## src/rtl/n_ratio_detector.sv

```systemverilog
// Recovers the n_divider ratio code from a divided square wave by measuring
// period and high time between rising edges, with lock, error and timeout status.
module n_ratio_detector #(
  parameter int SYNC_STAGES = 2,
  parameter int TIMEOUT     = 1023
) (
  input  logic       clk,
  input  logic       rst,
  input  logic       sig_in,
  output logic [3:0] n_out,
  output logic       valid,
  output logic       err,
  output logic       no_signal
);

  // state   | meaning
  // IDLE    | no signal seen since reset or timeout
  // FIRST   | counting started, waiting for a first legal period
  // CONFIRM | one legal period seen, cand holds its code
  // LOCKED  | two consecutive identical legal periods, n_out valid
  typedef enum logic [1:0] {IDLE, FIRST, CONFIRM, LOCKED} state_t;

  localparam logic [10:0] TMO = 11'(TIMEOUT);

  logic [SYNC_STAGES-1:0] sync;
  logic                   s_sync;
  logic                   s_prev;
  logic                   rise;
  logic [10:0]            per_cnt;
  logic [9:0]             hi_cnt;
  logic [3:0]             cand;
  logic                   match;
  logic [3:0]             code;
  state_t                 state;

  assign s_sync    = sync[SYNC_STAGES-1];
  assign rise      = s_sync & ~s_prev;
  assign no_signal = (state == IDLE);

  always_ff @(posedge clk) begin
    if (rst) begin
      sync   <= '0;
      s_prev <= 1'b0;
    end else begin
      sync[0] <= sig_in;
      for (int i = 1; i < SYNC_STAGES; i++) sync[i] <= sync[i-1];
      s_prev <= s_sync;
    end
  end

  // Both counters restart at 1 on a rise, so their pre-load values are the
  // measured period and high time in clk cycles.
  always_ff @(posedge clk) begin
    if (rst) begin
      per_cnt <= '0;
      hi_cnt  <= '0;
    end else if (rise) begin
      per_cnt <= 11'd1;
      hi_cnt  <= 10'd1;
    end else begin
      if (per_cnt != TMO) per_cnt <= per_cnt + 11'd1;
      if (s_sync && hi_cnt != '1) hi_cnt <= hi_cnt + 10'd1;
    end
  end

  always_comb begin
    match = 1'b0;
    code  = 4'd0;
    if (per_cnt == 11'd20 && hi_cnt == 10'd10) begin
      match = 1'b1;
      code  = 4'd0;
    end
    for (int i = 1; i <= 9; i++) begin
      if (per_cnt == (11'd1 << i) && hi_cnt == (10'd1 << (i - 1))) begin
        match = 1'b1;
        code  = 4'(i);
      end
    end
  end

  always_ff @(posedge clk) begin
    if (rst) begin
      state <= IDLE;
      n_out <= 4'd0;
      valid <= 1'b0;
      err   <= 1'b0;
      cand  <= 4'd0;
    end else if (rise) begin
      case (state)
        IDLE: state <= FIRST;
        FIRST: begin
          if (match) begin
            cand  <= code;
            err   <= 1'b0;
            state <= CONFIRM;
          end else begin
            err <= 1'b1;
          end
        end
        CONFIRM: begin
          if (match && code == cand) begin
            n_out <= code;
            valid <= 1'b1;
            err   <= 1'b0;
            state <= LOCKED;
          end else if (match) begin
            cand <= code;
            err  <= 1'b0;
          end else begin
            err   <= 1'b1;
            state <= FIRST;
          end
        end
        LOCKED: begin
          if (match && code == n_out) begin
            err <= 1'b0;
          end else if (match) begin
            valid <= 1'b0;
            cand  <= code;
            err   <= 1'b0;
            state <= CONFIRM;
          end else begin
            valid <= 1'b0;
            err   <= 1'b1;
            state <= FIRST;
          end
        end
        default: state <= IDLE;
      endcase
    end else if (state != IDLE && per_cnt == TMO) begin
      valid <= 1'b0;
      err   <= 1'b0;
      state <= IDLE;
    end
  end

endmodule

```

## config.mk

```make
export PLATFORM = sky130hd
export DESIGN_NAME = n_ratio_detector
export DESIGN_NICKNAME = d
export VERILOG_FILES = /design/src/rtl/n_ratio_detector.sv
export SDC_FILE = /design/constraint.sdc
export NUM_CORES = 1
export LEC_CHECK = 0
export CORE_MARGIN = 1.5
export CORE_UTILIZATION = 42
export CTS_BUF_LIST = sky130_fd_sc_hd__clkbuf_16
export CTS_CLUSTER_DIAMETER = 30
export DETAILED_ROUTE_END_ITERATION = 12
export GPL_ROUTABILITY_DRIVEN = 0
export PLACE_DENSITY = 0.73
export REMOVE_ABC_BUFFERS = 1
export SLEW_MARGIN = 20
export SYNTH_ARGS = -nofsm -noshare
export SYNTH_HDL_FRONTEND = slang
export SYNTH_SLANG_ARGS = --single-unit
```

## constraint.sdc

```tcl
create_clock -name clk -period 2.41 [get_ports clk]
set_input_delay 0.482 -clock clk [delete_from_list [all_inputs] [get_ports clk]]
set_output_delay 0.482 -clock clk [all_outputs]
set_load 0.01 [all_outputs]
```

# ---- Yosys cells after proc, flatten, opt, wreduce, memory -nomap -nowiden
# Index checks and enable logic that the tools add are counted.
dict set report word_totals {
  register_bits 36
  latchBits 0
  ramBits 0
  mem_bits_ro 0
  inputBits 3
  out_inout_bits 7
  wordCells 122
  memories 0
}
dict set report classes {
  addsub 2
  mul 0
  div 0
  order_cmp 0
  n_eq_ne 36
  shift 0
  muxes 45
  bitwise 2
  reduce_logical 26
}
# operator count
set op_table {}
lappend op_table {{4-bit 2-to-1 mux} 11}
lappend op_table {{1-bit 2-to-1 mux} 23}
lappend op_table {{11-bit by 10-bit == test with 1-bit output, second input constant} 2}
lappend op_table {{11-bit by 5-bit == test with 1-bit output, second input constant} 2}
lappend op_table {{10-bit by 4-bit == test with 1-bit output, second input constant} 2}
lappend op_table {{1-bit logical AND} 14}
lappend op_table {{2-bit 2-to-1 mux} 7}
lappend op_table {{4-bit case mux with 3 select lines} 1}
lappend op_table {{4-bit AND reduction} 3}
lappend op_table {{11-bit by 1-bit adder with 11-bit output, second input constant} 1}
lappend op_table {{11-bit by 2-bit == test with 1-bit output, second input constant} 1}
lappend op_table {{11-bit by 3-bit == test with 1-bit output, second input constant} 1}
lappend op_table {{11-bit by 4-bit == test with 1-bit output, second input constant} 1}
lappend op_table {{11-bit by 6-bit == test with 1-bit output, second input constant} 1}
lappend op_table {{11-bit by 7-bit == test with 1-bit output, second input constant} 1}
lappend op_table {{11-bit by 8-bit == test with 1-bit output, second input constant} 1}
lappend op_table {{11-bit by 9-bit == test with 1-bit output, second input constant} 1}
lappend op_table {{11-bit by 10-bit inequality test with 1-bit output, second input constant} 1}
lappend op_table {{10-bit by 1-bit adder with 10-bit output, second input constant} 1}
lappend op_table {{10-bit by 1-bit == test with 1-bit output, second input constant} 1}
lappend op_table {{10-bit by 2-bit == test with 1-bit output, second input constant} 1}
lappend op_table {{10-bit by 3-bit == test with 1-bit output, second input constant} 1}
lappend op_table {{10-bit by 5-bit == test with 1-bit output, second input constant} 1}
lappend op_table {{10-bit by 6-bit == test with 1-bit output, second input constant} 1}
lappend op_table {{23 further kinds} 31}

# ---- Depth between registers and ports, before layout
# Gate-level depths: netlist of run 1.
dict set report depth {
  depth_word 16
  mapped_depth 11
  depth_no_buf 10
}

# ---- Worst setup path after synthesis of run 1
# Ideal clock, no wire load.
dict set report synth_timing {
  kind {register to register}
  start {register per_cnt[0]}
  end {register state[0]}
  setup_ps 117
  t_arrival_ps 2449
  required_ps 2293
  path_slack_ps -156
  path_stages_with_launch 11
  path_buffers 0
  period_less_slack_ps 2566
  path_cell_list {dfxtp_1 -> inv_1 -> ha_1 -> and4bb_1 -> or2_0 -> a211o_1 -> a211oi_4 -> or2b_4 -> o41a_4 -> o211ai_2 -> a32o_2}
}
dict set report synth_via {
  elab_chain_cells 16
  elab_cells_between_ends 55
  cone_classes {16 x eq/ne; 24 x mux; 15 x reduce/logical}
}
# item line_no
set synth_lines {}
lappend synth_lines {{start, declared} 29} ;# logic [10:0] per_cnt;
lappend synth_lines {{start signal, assigned} 61} ;# if (per_cnt != TMO) per_cnt <= per_cnt + 11'd1;
lappend synth_lines {{11-bit by 2-bit == test with 1-bit output / 11-bit by 5-bit == test with 1-bit output (equally long branches)} {74, 69}}
lappend synth_lines {{1-bit logical AND, on equally long branches} {74, 69}}
lappend synth_lines {{1-bit 2-to-1 mux, on equally long branches} {74, 69}}
lappend synth_lines {{4-bit 2-to-1 mux / 1-bit 2-to-1 mux (equally long branches) (8 in a row)} 74} ;# if (per_cnt == (11'd1 << i) && hi_cnt == (10'd1 << (i - 1))) begin
lappend synth_lines {{4-bit == test / 1-bit 2-to-1 mux (equally long branches)} {101, 74}}
lappend synth_lines {{1-bit logical AND / 2-bit 2-to-1 mux (equally long branches)} {101, 117}}
lappend synth_lines {{2-bit 2-to-1 mux, on equally long branches} {101, 115}}
lappend synth_lines {{2-bit case mux with 4 select lines} 89} ;# case (state)
lappend synth_lines {{2-bit 2-to-1 mux} 88} ;# end else if (rise) begin
lappend synth_lines {{end signal, assigned} 90} ;# IDLE: state <= FIRST;
lappend synth_lines {{end signal, assigned} 95} ;# state <= CONFIRM;
lappend synth_lines {{end signal, assigned} 105} ;# state <= LOCKED;
lappend synth_lines {{end, declared} 34} ;# state_t state;
# Parallel ways exist; a longest one is shown, timed or not. The select of a mux whose other input is x is not followed.
# A chain may end at the register's enable or synchronous reset.

# ---- Worst setup path after layout of run 1
dict set report layout_timing {
  start {register hi_cnt[1]}
  end {register state[0]}
}
dict set report layout_via {
  elab_chain_cells 16
  elab_cells_between_ends 52
  cone_classes {15 x eq/ne; 24 x mux; 13 x reduce/logical}
}
# item line_no
set layout_lines {}
lappend layout_lines {{start, declared} 30} ;# logic [9:0] hi_cnt;
lappend layout_lines {{start signal, assigned} 62} ;# if (s_sync && hi_cnt != '1) hi_cnt <= hi_cnt + 10'd1;
lappend layout_lines {{10-bit by 1-bit == test with 1-bit output / 10-bit by 4-bit == test with 1-bit output (equally long branches)} {74, 69}}
lappend layout_lines {{1-bit logical AND, on equally long branches} {74, 69}}
lappend layout_lines {{1-bit 2-to-1 mux, on equally long branches} {74, 69}}
lappend layout_lines {{4-bit 2-to-1 mux / 1-bit 2-to-1 mux (equally long branches) (8 in a row)} 74}
lappend layout_lines {{4-bit == test / 1-bit 2-to-1 mux (equally long branches)} {101, 74}}
lappend layout_lines {{1-bit logical AND / 2-bit 2-to-1 mux (equally long branches)} {101, 117}}
lappend layout_lines {{2-bit 2-to-1 mux, on equally long branches} {101, 115}}
lappend layout_lines {{2-bit case mux with 4 select lines} 89}
lappend layout_lines {{2-bit 2-to-1 mux} 88}
# Parallel ways exist; a longest one is shown, timed or not. The select of a mux whose other input is x is not followed.

==> results of run 1 <==
[repair_timing]
item / CTS / global route
setup endpoints to repair: 11 / 11
setup buffers: 6 / 2
gates cloned: 0 / 0
pin swaps: 19 / 10
resized for setup: 24 / 12
[sequential cells by signal (all words and copies together), names as in the netlist]
register	count
sync	2
valid	1
err	1
cand	4
n_out	4
hi_cnt	10
state	2
per_cnt	11
s_prev	1
[power groups by stage]
stage	combinational (W)	clock (W)	sequential, W
6_report	0.000151	0.000587	0.000614
5_1_grt	0.000165	0.000625	0.000614
4_1_cts	0.000143	0.000605	0.000613
3_5_place_dp	0.000125	0	0.000624
3_3_place_gp	0.000123	0	0.000624
2_1_floorplan	0.0000701	0	0.000627
[worst paths after layout]
path / end / start / cells past startpoint / slack, ns
min reg2reg: err / err / 2 / 0.46
max: state[0] / hi_cnt[1] / 12 / -0.19
min: err / err / 2 / 0.46
max reg2reg: state[0] / hi_cnt[1] / 12 / -0.19
[cell families after synthesis]
kind of cell | after synthesis | synth area share (%)
multiplexers | 1 | 0.4851
AND/OR/NAND/NOR | 105 | 28.90
buffers and inverters | 23 | 4.151
flip-flops | 36 | 31.05
AO/OA/AOI/OAI | 71 | 22.43
adder cells (fa/ha/maj) | 11 | 5.930
XOR/XNOR | 17 | 7.062
[tightest hold or removal path, delay by kind of cell (launching register included)]
family	cells	cell delay [ns]
flip-flops	1	0.30
AND/OR/NAND/NOR	1	0.05
AO/OA/AOI/OAI	1	0.05
[placed cells by master (no fill, tap or decap), drive strengths merged, types with 4 or more instances in the layout]
| cell | netlist | routed |
|---|---|---|
| ha | 11 | 11 |
| and3 | 9 | 9 |
| nor3 | 5 | 5 |
| xnor2 | 5 | 5 |
| nor4bb | 4 | 4 |
| a21oi | 22 | 22 |
| nor4 | 8 | 8 |
| o21a | 5 | 5 |
| a21boi | 4 | 4 |
| xor2 | 12 | 12 |
| clkbuf | 6 | 5 |
| inv | 11 | 11 |
| dfxtp | 36 | 36 |
| nand4 | 13 | 13 |
| or3 | 6 | 6 |
| buf | 5 | 55 |
| o21ai | 15 | 15 |
| clkdlybuf4s50 | 0 | 9 |
| nor2 | 20 | 20 |
| nand2 | 10 | 10 |
| nand3 | 12 | 12 |
[synth_stat cells (2+ instances only)]
library cell | number | area share [%]
xor2_1 | 11 | 4.2
and3_1 | 6 | 1.6
a21oi_1 | 20 | 4.3
nand3_1 | 12 | 2.6
o21ai_0 | 12 | 2.6
nor4bb_1 | 4 | 1.7
a22oi_1 | 2 | 0.65
clkbuf_1 | 5 | 0.81
a21oi_4 | 2 | 1.4
ha_1 | 11 | 5.9
or3_1 | 6 | 1.6
a21boi_0 | 4 | 1.3
and3_2 | 3 | 0.97
and4bb_1 | 2 | 1.1
nor4_1 | 6 | 1.6
a211o_1 | 2 | 0.75
o21a_1 | 5 | 1.6
o21ai_1 | 3 | 0.65
o22ai_1 | 2 | 0.54
nor3_1 | 4 | 0.86
nor2_1 | 19 | 3.1
nand3b_1 | 2 | 0.65
buf_2 | 4 | 0.86
dfxtp_1 | 36 | 31
o211ai_1 | 2 | 0.65
nand4_1 | 12 | 3.2
nor4_4 | 2 | 1.8
xnor2_1 | 4 | 1.5
nand2_1 | 10 | 1.6
a21o_1 | 2 | 0.65
nand2b_1 | 2 | 0.54
o211a_1 | 2 | 0.86
inv_1 | 11 | 1.8
nor2b_1 | 3 | 0.81
[metal layers]
metal	wire, um	vias to the layer above	global-route usage, %
li1	-	1093	-
met1	2653	1057	23.26
met2	2906	47	37.02
met3	179	14	4.118
met4	150	0	10.73
met5	0	-	0
[through the flow]
| stage | TNS (ns) | utilization (%) | hold slack [ns] | total power [W] |
|---|---|---|---|---|
| final | -1.259 | 59.69 | 0.4556 | 0.001352 |
| after global routing | -2.414 | 59.69 | 0.4692 | 0.001404 |
| after CTS | -0.7972 | 58.51 | 0.4455 | 0.001361 |
| after detailed placement | -1.660 | 53.94 | 0.4325 | 0.0007496 |
| after global placement | -0.8624 | 53.94 | 0.4251 | 0.0007467 |
| after floorplan | -0.3389 | - | 0.4138 | 0.0006971 |
[final cells by class]
type                            instances  area [um^2]
Timing Repair Buffer                   64        514.2
Fill cell                             446         2098
Tap cell                               70        87.58
Multi-Input combinational cell        205         1609
Sequential cell                        36        725.7
Inverter                               12        45.04
Clock buffer                            5        125.1
==> flow_summary.toml, run 1 <==
[run_status]
status = "complete, but fails checks"
violations = "setup timing"

[detailed_routing]
routed_wirelength_um = 5889
routedWlPerCell_um = 15.02
dr.pass1.iters = 4
vias_per_cell = 5.640
drtIter0Drc = 72
vias = 2211
ant_nets = 0
drc = 0

[critical_path]
crit_type = "flip-flop to flip-flop"
crit_chain = "inv_2, ha_4, and4bb_2, nand4_1, buf_4, a21oi_4, buf_6, nor3_2, a21bo_2, a31o_4, mux2_4, a32o_2"
cp.arrival_ns = 2.77
critPathTopFamily = "compound AO/OA/AOI/OAI gates"
max_stage_delay_ns = 0.32
startpoint_type = "flip-flop"
end_kind = "flip-flop"
cp_max_fo = 4
cp.buffers_inverters = 3
worstPathRequired_ns = 2.58
cp_slowest_cell = "dfxtp_2"

[global_routing]
grt_pass1_wl_um = 9860
grt_overflow = 0
grt_max_degree = 19
antenna_found_initial = 0
track_usage_pct = 20.77
first_global_vias = 2238

[placed_design]
numPlacedInstances = 380
place_ws_ns = -0.2622
placed_area_um2 = 2808
io_buffers = 9
dpl.hpwl_um = 4197

[logic_synthesis]
postSynthAreaPerCell_um2 = 8.792
synth_cell_type_count = 65
synthCells = 264
syn-cell-area_um2 = 2321
ys_seq_area_share_pct = 31.05
yosys_warnings = 0
synthFlopType = "dfxtp_1"
synth-edff-count = 0
async_reset_ff_share_pct = 0
ys_seq_elements = 36

[clocking]
clock_latency_ns = 0.28
root_buffer = "clkbuf_16"
numCtsBuffers = 5
cts_tree = "built"
ctsHoldBuffers = 0
cts_buffer_depth = 2
clk_pin_slew_ns = 0.05
h-tree-depth = 2
cts_sinks = 36

[sta]
fin_ws_ns = -0.1921
slew_violations = 0
clock_skew_ns = 0.005363
finalSetupViolations = 11
finalHoldViolations = 0
worst_slew_pin_slew_ns = 0.5113
rsz0062_at_grt = "yes"
max_freq_mhz = 384.3
post-route-min-period_ns = 2.602
relSlewSlack_pct = 65.91
period_share_pct = 108.0

[power_and_ir_drop]
power.switching_w = 0.0003101
combPwrFrac_pct = 11.2
internal-power_w = 0.001042
p_seq_share_pct = 45.4
swShare_pct = 22.94
p_per_area_nw_per_um2 = 435.2
vdd_drop_max_mv = 0.2927
p_leak_nw = 1.242
clkPwrFrac_pct = 43.4

[die]
ios = 10
core_area_um2 = 5205
start_util_pct = 44.59
die-width_um = 77.34
die_h_um = 77.34
die_area_um2 = 5981
core.rowCount = 26

[final_layout]
drive_gt1_share_pct = 33.54
layout.nets = 338
design_area_um2 = 3107
syn2layout_area_growth_pct = 33.85
fin_cells = 392
diodes = 0

[hold_path]
hold_class = "flip-flop to flip-flop"

[job]
maxCapViolCount = 0
Power figures use the tool's default switching activity.
==> inputs of run 2 (changes only) <==
Settings changed: RECOVER_POWER from default to 100.
==> flow_summary.toml, run 2 (synthesis results as in run 1) <==
[run_status]
status = "complete, but fails checks"
violations = "setup timing"

[power_and_ir_drop]
power.switching_w = 0.0003112
vdd_drop_max_mv = 0.2927
p_per_area_nw_per_um2 = 436.0
p_seq_share_pct = 45.4
p_leak_nw = 1.251
clkPwrFrac_pct = 43.5
internal-power_w = 0.001040
swShare_pct = 23.03
combPwrFrac_pct = 11.1

[global_routing]
first_global_vias = 2238
grt_max_degree = 19
grt_pass1_wl_um = 9860
grt_overflow = 0
track_usage_pct = 20.77
antenna_found_initial = 0

[placed_design]
dpl.hpwl_um = 4197
io_buffers = 9
placed_area_um2 = 2808

[clocking]
cts_buffer_depth = 2
cts_sinks = 36
ctsHoldBuffers = 0
numCtsBuffers = 5
h-tree-depth = 2
clock_latency_ns = 0.28
clk_pin_slew_ns = 0.05
cts_tree = "built"
root_buffer = "clkbuf_16"

[critical_path]
end_kind = "flip-flop"
startpoint_type = "flip-flop"
cp_max_fo = 4
worstPathRequired_ns = 2.58
crit_type = "flip-flop to flip-flop"
cp.arrival_ns = 2.77

[die]
core_area_um2 = 5205
die-width_um = 77.34
die_h_um = 77.34
die_area_um2 = 5981
core.rowCount = 26
start_util_pct = 44.59
ios = 10

[final_layout]
drive_gt1_share_pct = 32.92
design_area_um2 = 3099
largest_reg_flops = 11
regMostFlops = "per_cnt"
final_common_cell = "buf_4"
top_regs = "per_cnt x11, hi_cnt x10"
fill_cells = 447
layout.nets = 338
syn2layout_area_growth_pct = 33.53
layout_common_cells = "buf_4 (48), dfxtp_1 (32), a21oi_1 (20), nor2_1 (19)"
diodes = 0

[detailed_routing]
vias = 2200
drc = 0
drtIter0Drc = 70
routed_wirelength_um = 5880
dr.pass1.iters = 4
routedWlPerCell_um = 15.00
vias_per_cell = 5.612
ant_nets = 0

[sta]
period_share_pct = 107.9
worst_slew_pin_slew_ns = 0.5109
relSlewSlack_pct = 65.94
slew_violations = 0
post-route-min-period_ns = 2.601
hold_slack_ns = 0.4525
rsz0062_at_grt = "yes"
finalHoldViolations = 0
finalSetupViolations = 11
fin_ws_ns = -0.1906
max_freq_mhz = 384.5
clock_skew_ns = 0.005485

[hold_path]
hold_class = "flip-flop to flip-flop"

[job]
maxCapViolCount = 0
[run 2: changes by cell type in the layout (fill, tap and decap cells not counted)]
cell / previous run / this run
clkbuf_1: 0 / 2
buf_4: 52 / 48
clkbuf_4: 0 / 2
clkdlybuf4s50_1: 9 / 2
dlygate4sd3_1: 0 / 7
[run 2: metrics by stage]
| stage | setup WS, ns | total power [W] | TNS (ns) | utilization [%] | cells |
|---|---|---|---|---|---|
| floorplan | -0.1564 | 0.0006971 | -0.3389 | - | 253 |
| global placement | -0.1450 | 0.0007467 | -0.8624 | 53.94 | 380 |
| detailed placement | -0.2622 | 0.0007496 | -1.660 | 53.94 | 380 |
| CTS | -0.1762 | 0.001361 | -0.7972 | 58.51 | 390 |
| global route | -0.2602 | 0.001403 | -2.411 | 59.54 | 392 |
| finish | -0.1906 | 0.001351 | -1.249 | 59.54 | 392 |
[run 2: final timing paths]
kind                            startpoint  endpoint  slack [ns]  cells past startpoint
worst min-delay path                   err       err        0.45                      2
worst max-delay path             hi_cnt[1]  state[0]       -0.19                     12
worst min register to register         err       err        0.45                      2
worst max register to register   hi_cnt[1]  state[0]       -0.19                     12
[run 2: layer usage]
metal	wire [um]	global-route usage (%)	up-vias
met1	2649	23.26	1056
met2	2912	37.02	38
met5	0	0	-
li1	-	-	1092
met4	150	10.73	0
met3	167	4.118	14
[run 2: layout make-up]
class | instances | area [um^2] | share of cell area [%]
inverters | 12 | 45.04 | 1.453
flip-flops and latches | 36 | 725.7 | 23.42
repair buffers | 64 | 506.7 | 16.35
multi-input cells | 205 | 1609 | 51.92
clock buffers | 5 | 125.1 | 4.037
well taps | 70 | 87.58 | 2.826
[run 2: power by group through the flow]
stage               registers, W  logic (W)  clock network (W)
finish                  0.000614   0.000149           0.000588
global route            0.000614   0.000164           0.000625
CTS                     0.000613   0.000143           0.000605
detailed placement      0.000624   0.000125                  0
global placement        0.000624   0.000123                  0
floorplan               0.000627  0.0000701                  0
[run 2: repair_timing]
item                       4_1_cts  5_1_grt
gates resized for setup         24       12
setup buffers                    6        2
hold endpoints to repair         0        0
pin swaps                       19       10
setup endpoints to repair       11       11
[run 2: critical path, cell delays in order, from the launching register on]
cell	delay, ns
dfxtp_2	0.32
inv_2	0.08
ha_4	0.13
and4bb_2	0.27
nand4_1	0.20
buf_4	0.21
a21oi_4	0.16
buf_6	0.12
nor3_2	0.03
a21bo_2	0.24
a31o_4	0.25
mux2_4	0.27
a32o_2	0.21
==> inputs of run 3 (changes only) <==
Settings changed: CORE_UTILIZATION 42 to 54, CTS_CLUSTER_DIAMETER 30 to 200, PLACE_DENSITY 0.73 to 0.87.
==> flow_summary.toml, run 3 (synthesis results as in run 1) <==
[run_status]
status = "complete, but fails checks"
violations = "setup timing"

[critical_path]
r2r_end = "cand[3]"
end_kind = "flip-flop"
worstPathRequired_ns = 2.54
startpoint_type = "flip-flop"
crit_type = "flip-flop to flip-flop"
ff2ff_setup_slack_ns = -0.30
cp_max_fo = 4
reg2reg_from = "hi_cnt[0]"
cp.arrival_ns = 2.84
rr_worst_depth = 13

[final_layout]
drive_gt1_share_pct = 34.97
syn2layout_area_growth_pct = 37.09
top_regs = "per_cnt x11, hi_cnt x10"
design_area_um2 = 3182
utilization_pct = 78.42
layout.nets = 339
largest_reg_flops = 11
diodes = 0
final_common_cell = "buf_4"
regMostFlops = "per_cnt"
layout_common_cells = "buf_4 (47), dfxtp_1 (31), a21oi_1 (19), nor2_1 (18), nand4_1 (12)"
fill_cells = 206

[clocking]
cts_tree = "built"
root_buffer = "clkbuf_16"
clock_latency_ns = 0.29
clk_pin_slew_ns = 0.06
h-tree-depth = 2
numCtsBuffers = 5
ctsHoldBuffers = 0
cts_sinks = 36
cts_buffer_depth = 2

[placed_design]
place_ws_ns = -0.2566
placed_area_um2 = 2753
io_buffers = 9
dpl.hpwl_um = 4453

[sta]
fin_ws_ns = -0.2977
hold_slack_ns = 0.4538
worst_slew_pin_slew_ns = 0.8382
post-route-min-period_ns = 2.708
finalSetupViolations = 11
finalHoldViolations = 0
period_share_pct = 112.4
slew_violations = 0
clock_skew_ns = 0.008452
max_freq_mhz = 369.3
rsz0062_at_grt = "yes"
relSlewSlack_pct = 44.12

[hold_path]
min_path_cells = 2
min_from = "err"
min_to = "err"
hold_class = "flip-flop to flip-flop"

[die]
ios = 10
core_area_um2 = 4058
die_area_um2 = 4700
die-width_um = 68.56
start_util_pct = 57.20
die_h_um = 68.56
core.rowCount = 23

[power_and_ir_drop]
vdd_drop_max_mv = 0.5495
p_leak_nw = 1.266
p_per_area_nw_per_um2 = 479.6

[detailed_routing]
routedWlPerCell_um = 22.12
dr.pass1.iters = 8
vias = 2588
drc = 0
routed_wirelength_um = 8318
ant_nets = 0
drtIter0Drc = 231
vias_per_cell = 6.883

[global_routing]
grt_pass1_wl_um = 11700
grt_max_degree = 19
grt_overflow = 0
first_global_vias = 2459
track_usage_pct = 34.33
antenna_found_initial = 0

[job]
maxCapViolCount = 0
==> run 3: cell types whose count changed in the layout (fill, tap and decap cells not counted), moves of 2 or more <==
cell,before,now
a21boi_0,0,4
a21boi_2,3,0
o21ai_0,12,9
clkbuf_1,2,4
clkbuf_4,2,0
dfxtp_4,0,2
nor4_1,6,4
nor4_2,0,2
o21ai_1,3,5
==> run 3: power by group <==
part	switching (W)	total [W]	leakage, nW	internal (W)
clock network	0.000267	0.000753	0.0798	0.000486
registers	0.0000115	0.000616	0.294	0.000604
logic	0.0000901	0.000157	0.892	0.0000671
==> run 3: how the worst max path moves through the flow <==
stage	startpoint	end	slack [ns]
after global placement	per_cnt[0]	valid	-0.14
after global routing	hi_cnt[0]	n_out[0]	-0.35
after detailed placement	hi_cnt[1]	valid	-0.26
after CTS	hi_cnt[1]	state[0]	-0.12
final	hi_cnt[0]	cand[3]	-0.30
after floorplan	per_cnt[0]	state[0]	-0.16
==> run 3: critical path, stage by stage, from the launching register on <==
cell and delay [ns]:
dfxtp_4 0.38, inv_4 0.05, ha_1 0.20, and4bb_2 0.26, nand4_1 0.11, buf_6 0.13
a21oi_4 0.04, buf_4 0.16, nor3_1 0.28, a21bo_2 0.24, buf_4 0.12, nand4_1 0.26
nand3_1 0.23, a21oi_1 0.10
==> run 3: stage by stage <==
step | TNS (ns) | std cells | total power (W)
floorplan | -0.3389 | 253 | 0.0006971
global route | -3.269 | 376 | 0.001550
CTS | -0.3374 | 371 | 0.001497
finish | -2.534 | 376 | 0.001526
detailed placement | -2.019 | 356 | 0.0007468
global placement | -0.6508 | 356 | 0.0007390
==> run 3: final cells by class <==
class | count | area [um^2] | share of cell area (%)
multi-input cells | 205 | 1664 | 52.30
flip-flops and latches | 36 | 732.0 | 23.00
repair buffers | 65 | 508.0 | 15.97
clock buffers | 5 | 125.1 | 3.932
well taps | 50 | 62.56 | 1.966
inverters | 12 | 47.55 | 1.494
clock inverters | 3 | 42.54 | 1.337
==> run 3: layer usage <==
layer / vias up / GRT usage (%) / wire length [um]
li1: 1103 / - / -
met1: 1217 / 39.57 / 3117
met2: 204 / 57.21 / 3981
met3: 64 / 8.929 / 691
met4: 0 / 19.75 / 527
met5: - / 0 / 0
==> run 3: timing repair <==
action	CTS	global route
pin swaps	17	17
resized for setup	31	18
setup buffers	8	5
setup endpoints to repair	11	13
